### src/rtl/id_ex_operand_stage_pkg.sv
// Shared core definitions: datapath widths, ALU op codes and forward-select codes.
// Op code 0 (ADD into x0) acts as the pipeline NOP.
package core_pkg;

  localparam int XLEN = 64;
  localparam int REGW = 5;
  localparam int OPW  = 4;

  localparam logic [OPW-1:0] OP_ADD  = 4'd0;
  localparam logic [OPW-1:0] OP_SUB  = 4'd1;
  localparam logic [OPW-1:0] OP_SLT  = 4'd2;
  localparam logic [OPW-1:0] OP_SLTU = 4'd3;
  localparam logic [OPW-1:0] OP_AND  = 4'd4;
  localparam logic [OPW-1:0] OP_OR   = 4'd5;
  localparam logic [OPW-1:0] OP_XOR  = 4'd6;
  localparam logic [OPW-1:0] OP_SLL  = 4'd7;
  localparam logic [OPW-1:0] OP_SRL  = 4'd8;
  localparam logic [OPW-1:0] OP_SRA  = 4'd9;
  localparam logic [OPW-1:0] OP_NOP  = OP_ADD;

  localparam logic [1:0] FWD_REG   = 2'b00;
  localparam logic [1:0] FWD_MEMWB = 2'b01;
  localparam logic [1:0] FWD_EXMEM = 2'b10;

endpackage

### src/rtl/id_ex_operand_stage_fwd_mux.sv
// Per-source operand forwarding: picks EX/MEM over MEM/WB over the stored operand.
// x0 is never forwarded, so a producer targeting x0 cannot corrupt a read of x0.
module ex_fwd_mux #(
  parameter int XLEN = 64,
  parameter int REGW = 5
) (
  input  logic [REGW-1:0] src_addr,
  input  logic [XLEN-1:0] src_data,
  input  logic            exmem_valid,
  input  logic            exmem_wen,
  input  logic [REGW-1:0] exmem_rd,
  input  logic [XLEN-1:0] exmem_data,
  input  logic            memwb_valid,
  input  logic            memwb_wen,
  input  logic [REGW-1:0] memwb_rd,
  input  logic [XLEN-1:0] memwb_data,
  output logic [XLEN-1:0] fwd_data,
  output logic [1:0]      fwd_sel
);
  import core_pkg::FWD_REG;
  import core_pkg::FWD_MEMWB;
  import core_pkg::FWD_EXMEM;

  logic exmem_hit;
  logic memwb_hit;

  assign exmem_hit = exmem_valid && exmem_wen && (exmem_rd != '0) && (exmem_rd == src_addr);
  assign memwb_hit = memwb_valid && memwb_wen && (memwb_rd != '0) && (memwb_rd == src_addr);

  always_comb begin
    fwd_data = src_data;
    fwd_sel  = FWD_REG;
    if (exmem_hit) begin
      fwd_data = exmem_data;
      fwd_sel  = FWD_EXMEM;
    end else if (memwb_hit) begin
      fwd_data = memwb_data;
      fwd_sel  = FWD_MEMWB;
    end
  end

endmodule

### src/rtl/id_ex_operand_stage.sv
// ID/EX pipeline register with operand forwarding into the execute stage.
// Edge priority is flush > stall > load; ex_valid=0 marks a bubble downstream.
module id_ex_operand_stage #(
  parameter int XLEN = 64,
  parameter int REGW = 5,
  parameter int OPW  = 4
) (
  input  logic            clk,
  input  logic            rst_n,
  input  logic            stall,
  input  logic            flush,
  input  logic            id_valid,
  input  logic [REGW-1:0] id_rs1_addr,
  input  logic [REGW-1:0] id_rs2_addr,
  input  logic [XLEN-1:0] id_rs1_data,
  input  logic [XLEN-1:0] id_rs2_data,
  input  logic [REGW-1:0] id_rd_addr,
  input  logic [OPW-1:0]  id_op,
  input  logic            exmem_valid,
  input  logic            exmem_wen,
  input  logic [REGW-1:0] exmem_rd,
  input  logic [XLEN-1:0] exmem_data,
  input  logic            memwb_valid,
  input  logic            memwb_wen,
  input  logic [REGW-1:0] memwb_rd,
  input  logic [XLEN-1:0] memwb_data,
  output logic            ex_valid,
  output logic [XLEN-1:0] ex_rs1,
  output logic [XLEN-1:0] ex_rs2,
  output logic [REGW-1:0] ex_rd,
  output logic [OPW-1:0]  ex_op,
  output logic [1:0]      ex_fwd1_sel,
  output logic [1:0]      ex_fwd2_sel
);

  logic            valid_q;
  logic [REGW-1:0] rd_q;
  logic [OPW-1:0]  op_q;
  logic [REGW-1:0] rs1_addr_q;
  logic [REGW-1:0] rs2_addr_q;
  logic [XLEN-1:0] rs1_q;
  logic [XLEN-1:0] rs2_q;
  logic [XLEN-1:0] rs1_fwd;
  logic [XLEN-1:0] rs2_fwd;

  ex_fwd_mux #(.XLEN(XLEN), .REGW(REGW)) u_fwd_rs1 (
    .src_addr    (rs1_addr_q),
    .src_data    (rs1_q),
    .exmem_valid (exmem_valid),
    .exmem_wen   (exmem_wen),
    .exmem_rd    (exmem_rd),
    .exmem_data  (exmem_data),
    .memwb_valid (memwb_valid),
    .memwb_wen   (memwb_wen),
    .memwb_rd    (memwb_rd),
    .memwb_data  (memwb_data),
    .fwd_data    (rs1_fwd),
    .fwd_sel     (ex_fwd1_sel)
  );

  ex_fwd_mux #(.XLEN(XLEN), .REGW(REGW)) u_fwd_rs2 (
    .src_addr    (rs2_addr_q),
    .src_data    (rs2_q),
    .exmem_valid (exmem_valid),
    .exmem_wen   (exmem_wen),
    .exmem_rd    (exmem_rd),
    .exmem_data  (exmem_data),
    .memwb_valid (memwb_valid),
    .memwb_wen   (memwb_wen),
    .memwb_rd    (memwb_rd),
    .memwb_data  (memwb_data),
    .fwd_data    (rs2_fwd),
    .fwd_sel     (ex_fwd2_sel)
  );

  // During a stall the forwarded values are written back into the operand
  // registers so a producer that retires mid-hold is not lost.
  always_ff @(posedge clk or negedge rst_n) begin
    if (!rst_n) begin
      valid_q    <= 1'b0;
      rd_q       <= '0;
      op_q       <= '0;
      rs1_addr_q <= '0;
      rs2_addr_q <= '0;
      rs1_q      <= '0;
      rs2_q      <= '0;
    end else if (flush) begin
      valid_q    <= 1'b0;
      rd_q       <= '0;
      op_q       <= '0;
      rs1_addr_q <= '0;
      rs2_addr_q <= '0;
      rs1_q      <= '0;
      rs2_q      <= '0;
    end else if (stall) begin
      rs1_q      <= rs1_fwd;
      rs2_q      <= rs2_fwd;
    end else begin
      valid_q    <= id_valid;
      rd_q       <= id_rd_addr;
      op_q       <= id_op;
      rs1_addr_q <= id_rs1_addr;
      rs2_addr_q <= id_rs2_addr;
      rs1_q      <= id_rs1_data;
      rs2_q      <= id_rs2_data;
    end
  end

  assign ex_valid = valid_q;
  assign ex_rd    = rd_q;
  assign ex_op    = op_q;
  assign ex_rs1   = rs1_fwd;
  assign ex_rs2   = rs2_fwd;

endmodule

### config.mk
export PLATFORM = sky130hd
export DESIGN_NAME = id_ex_operand_stage
export DESIGN_NICKNAME = d
export VERILOG_FILES = /design/src/rtl/id_ex_operand_stage_pkg.sv /design/src/rtl/id_ex_operand_stage_fwd_mux.sv /design/src/rtl/id_ex_operand_stage.sv
export SDC_FILE = /design/constraint.sdc
export NUM_CORES = 1
export LEC_CHECK = 0
export ABC_CLOCK_PERIOD_IN_PS = 3400
export BUFFER_PORTS_ARGS = -buffer_cell sky130_fd_sc_hd__buf_2
export CAP_MARGIN = 0
export CORE_AREA = 3 3 171 173
export CTS_CLUSTER_SIZE = 10
export DETAILED_ROUTE_END_ITERATION = 10
export DIE_AREA = 0 0 174 176
export SLEW_MARGIN = 20
export SYNTH_ARGS = -nofsm -noshare
export SYNTH_HDL_FRONTEND = slang
export SYNTH_SLANG_ARGS = --single-unit
### constraint.sdc
create_clock -name clk -period 3.4 [get_ports clk]
set_clock_uncertainty 0.15 [all_clocks]
set_input_delay 0.17 -clock clk [delete_from_list [all_inputs] [get_ports clk]]
set_output_delay 0.17 -clock clk [all_outputs]
set_load 0.02 [all_outputs]
# Yosys cells after proc, flatten, opt, wreduce, memory -nomap -nowiden
# Index checks and enable logic that the tools add are counted.
totals:
  register_bits: 148
  latch_bits: 0
  ram_bits: 0
  rom_bits: 0
  inputBits: 294
  output_inout_bits: 142
  word_cells: 44
  memories: 0
classes:
  n_addsub: 0
  mul: 0
  div_mod_pow: 0
  n_lt_le_gt_ge: 0
  eq_ne: 5
  shift: 0
  mux: 22
  bitwise: 0
  n_reduce_logical: 10
ops:
  columns: ["operator", "count"]
  rows:
  - ["two-way mux 64 bit", 8]
  - ["two-way mux 5 bit", 6]
  - ["equality test 5 bit", 4]
  - ["nonzero test 5 bit", 2]
  - ["logical AND 1 bit", 8]
  - ["two-way mux 4 bit", 2]
  - ["two-way mux 1 bit", 4]
  - ["two-way mux 2 bit", 2]
  - ["inequality test 2 x 1 -> 1 bit, second input constant", 1]

# Logic depth before layout (Yosys ltp)
logic_depth:
  ltp_word: 7
  depth_mapped: 7
  ltp_nobuf: 5

# By module
# Synthesis repeated with hierarchy kept, for this count alone.
unflattened:
  cells_unflattened: 1175
  hier_area_um2: 10456.3
modules_own_cells:
  columns: ["mod", "instances", "cells_per_inst", "area_each_um2", "seq_area_each_um2"]
  rows:
  - ["id_ex_operand_stage", 1, 477, 6087.1, 3703.6]
  - ["ex_fwd_mux", 2, 349, 2184.6, 0.0]

# Worst setup path after synthesis
# Ideal clock, no wire load.
synth_path:
  path_type: "flip-flop to output port"
  startpoint: "register rs1_addr_q[3]"
  endpoint: "output port ex_rs1[43]"
  arrival_time_ns: 1.782
  required_ns: 3.080
  path_slack_ns: 1.298
  stages_incl_launch_ff: 7
  path_buffers: 2
  path_cell_list: "dfrtp_1 -> xor2_1 -> nor4_1 -> nand4_1 -> clkbuf_1 -> buf_1 -> a21oi_1"
synth_via:
  elab_chain_cells: 4
  elab_cells_between_ends: 6
  cone_classes: "eq/ne: 2; mux: 2; reduce/logical: 2"
synth_lines:
  columns: ["element", "line", "text"]
  rows:
  - ["start, declared", "id_ex_operand_stage.sv:39", "logic [REGW-1:0] rs1_addr_q;"]
  - ["start signal, assigned", "id_ex_operand_stage.sv:102", "rs1_addr_q <= id_rs1_addr;"]
  - ["equality test 5 bit", "id_ex_operand_stage_fwd_mux.sv:28", "assign memwb_hit = memwb_valid && memwb_wen && (memwb_rd != '0) && (memwb_rd == src_addr);"]
  - ["logical AND 1 bit", "id_ex_operand_stage_fwd_mux.sv:28", null]
  - ["two-way mux 64 bit", "id_ex_operand_stage_fwd_mux.sv:36", "end else if (memwb_hit) begin"]
  - ["two-way mux 64 bit *", "id_ex_operand_stage_fwd_mux.sv:33", "if (exmem_hit) begin"]
  - ["end, declared", "id_ex_operand_stage.sv:28", "output logic [XLEN-1:0] ex_rs1,"]
# Every way passes the cells marked *; elsewhere a longest branch is shown, timed or not.

# Final worst setup path
layout_path:
  startpoint: "register rs2_addr_q[0]"
  endpoint: "output port ex_rs2[44]"
layout_via:
  elab_chain_cells: 4
  elab_cells_between_ends: 6
  cone_classes: "eq/ne: 2; mux: 2; reduce/logical: 2"
layout_lines:
  columns: ["element", "line", "text"]
  rows:
  - ["start, declared", "id_ex_operand_stage.sv:40", "logic [REGW-1:0] rs2_addr_q;"]
  - ["start signal, assigned", "id_ex_operand_stage.sv:103", "rs2_addr_q <= id_rs2_addr;"]
  - ["equality test 5 bit", "id_ex_operand_stage_fwd_mux.sv:28", null]
  - ["logical AND 1 bit", "id_ex_operand_stage_fwd_mux.sv:28", null]
  - ["two-way mux 64 bit", "id_ex_operand_stage_fwd_mux.sv:36", null]
  - ["two-way mux 64 bit *", "id_ex_operand_stage_fwd_mux.sv:33", null]
  - ["end, declared", "id_ex_operand_stage.sv:29", "output logic [XLEN-1:0] ex_rs2,"]
# Marks and branches as above.

==> results.ini <==
[run_status]
status = finished clean

[floorplanning]
rows = 61
fp.dieW_um = 174
core_area_um2 = 27800
dieArea_um2 = 30600
initial_core_util_pct = 33.5
io_pins = 436
die_height_um = 176

[setup_path]
endpoint = ex_rs2[44]
crit_family = buffers and inverters
critPathBufInv = 2
critPathMaxStageDelay_ns = 0.73
r2r_setup_slack_ns = 0.45
cp-end-kind = primary output
cp_max_fo = 91
cp-startpoint = rs2_addr_q[0]$_DFFE_PN0P_
required_ns = 3.08
cp-start-kind = flop
crit_chain = xor2_1 -> nor4_1 -> nand4_1 -> buf_4 -> nor2_1 -> a21oi_1 -> buf_2
crit_cells = 7
worstSetupPathType = reg2out
cp.arrival_ns = 2.76
r2r-end = rs2_q[34]$_DFF_PN0_
rr_startpoint = rs2_addr_q[0]$_DFFE_PN0P_
r2r_cells = 6
cp_slowest_cell = buf_4

[yosys]
postSynthAreaPerCell_um2 = 8.95
synth_area_um2 = 9320
ys_seq_area_share_pct = 39.7
synthArstFlopShare_pct = 100
yosysTopAreaCellShare_pct = 39.7
synth_fp_nets = 1335
synth.distinct_cells = 25
synthFlopType = dfrtp_1
synthTopCellsByArea = dfrtp_1 (40%), mux2i_1 (16%), o221ai_1 (12%)
synth_largest_area_cell = dfrtp_1
syn_inst = 1041
yosys_warnings = 0
ys_seq_elements = 148
synth_edf_count = 0

[clock_network]
cts_tree = yes
ctsRootBufferMaster = clkbuf_16
clock_sinks = 148
holdBufCountCts = 274
clk_pin_slew_ns = 0.07
post-cts-setup-buffer-count = 0
worstSkewPairLatency_ns = 0.42
cts_resized = 0
ctsHtreeMaxLevel = 4
clockBufferDepth = 2
numCtsBuffers = 17

[sta]
rsz0062_at_grt = false
slew-limit-headroom_pct = 28.0
hold_viol = 0
timing.setup.tns_ns = 0
finalSetupViolCount = 0
finalCritPeriodShare_pct = 90.5
max_freq_mhz = 325
worst_pin_slew_ns = 1.08
period_needed_ns = 3.08
slew_viol_final = 0

[placed_design]
hpwlAfterDp_mm = 25.5
place.gp.congestion = 0.911
numPortBuffers = 435

[drt]
drt_wl_total_mm = 39.3
dr.first_iter.drc_count = 651
vias = 11002
drc = 0
wire_per_inst_um = 18.9
routed_via_density = 5.29
dr.pass1.iters = 7
final_antenna_net_count = 0

[pwr]
switching_power_uw = 1530
combPwrFrac_pct = 24.7
p_leak_uw = 0.00831
irDropWorstVdd_uv = 338
powerDensity_nw_per_um2 = 349
power_uw = 5280
netSwitchingFraction_pct = 29.0
p_seq_share_pct = 36.0
clkPwrFrac_pct = 39.3
internal-power_uw = 3740

[min_path]
hp-start = exmem_data[8]
hold_class = in2reg

[global_route]
grt.overflow.total = 0
grt_pass1_vias = 11475
grt_pass1_wl_mm = 61.4
antenna_found_initial = 6
grtUsageTotal_pct = 25.0
grt_max_degree = 128

[cells_and_area]
register_area_um2 = 3700
multi_input_area_um2 = 5100
area_growth_pct = 62.2
final_nets = 1980
drive_gt1_share_pct = 28.9
n_fill_cell = 2611

[job]
cap_violations = 0

## through the flow
step	hold slack (ns)	worst slack (ns)	std cells	util (%)	cell area, um^2
2_1_floorplan	-0.276	1.30	1041	-	9320
3_3_place_gp	-0.0686	0.821	1771	42.2	11700
3_5_place_dp	-0.0639	0.842	1771	42.2	11700
4_1_cts	0.000704	0.361	2077	54.4	15100
5_1_grt	0.0296	0.133	2080	54.4	15100
6_report	0.0304	0.323	2080	54.4	15100
## synthesized netlist by cell type, types with 3 or more instances
cell type and n:
nor2_1 154, xnor2_1 4, nor4_1 4, o221ai_1 128, nand2_1 132, nand3b_1 63
xor2_1 14, buf_2 14, buf_1 6, clkbuf_1 68, buf_6 6, buf_12 5
a21oi_1 128, mux2i_1 148, nor3_1 5, dfrtp_1 148, buf_4 3
## area by class of cell
cell class	count	share of cell area, %
timing repair buffer	728	34.3
sequential	148	24.5
clock buffer	20	2.96
inverter	2	0.0497
clock inverter	12	1.28
antenna	3	0.0497
tap	378	3.13
multi-input combinational	789	33.7
## cell usage in the layout (no fill, tap or decap), types with 17 or more instances in the layout
cell	count
nand2_1	131
buf_2	433
o221ai_1	128
dfrtp_1	148
dlygate4sd3_1	274
nand3b_1	63
clkbuf_16	17
a21oi_1	128
mux2i_1	148
nor2_1	153
## tightest hold or removal path, cell delays in order
cell	delay, ns
buf_2	0.13
nand3b_1	0.10
o221ai_1	0.13
## how the worst min path moves through the flow
stage / endpoint / slack, ns / depth (start not counted)
after global placement: ex_op[3]$_DFFE_PN0P_ / -0.07 / 1
after floorplan: ex_op[0]$_DFFE_PN0P_ / -0.28 / 0
after global routing: rs1_q[51]$_DFF_PN0_ / 0.03 / 3
after CTS: rs1_q[8]$_DFF_PN0_ / 0.0007 / 3
final: rs1_q[8]$_DFF_PN0_ / 0.03 / 3
after detailed placement: ex_op[3]$_DFFE_PN0P_ / -0.06 / 1
## layer usage
metal | GRT usage, % | up-vias | share of wire, %
li1 | - | 5112 | -
met1 | 28.7 | 5272 | 39
met2 | 44.4 | 528 | 50
met3 | 6.43 | 86 | 7.7
met4 | 10.2 | 4 | 3.5
met5 | 0 | - | 0.046
## kinds of logic after synthesis
logic type	Yosys count	share of synthesized area [%]
AOI/OAI and AO/OA	258	19.2
xor gates and xnor gates	18	1.69
buffers and inverters	104	5.85
DFF	148	39.7
muxes	148	15.9
and+or+nand+nor	365	17.6
## registers in the layout, indices dropped and copies added, names as in the netlist
register and flops:
ex_valid 1, rs2_q 64, rs1_q 64, ex_rd 5, rs1_addr_q 5, ex_op 4, rs2_addr_q 5
## power groups by stage
stage	combinational, uW	sequential [uW]	clock, uW
2_1_floorplan	531	1930	0
3_3_place_gp	1030	1930	0
3_5_place_dp	1030	1930	0
4_1_cts	1290	1900	2120
5_1_grt	1400	1910	2200
6_report	1300	1900	2070
No activity file was read; power rests on OpenSTA's default activity.
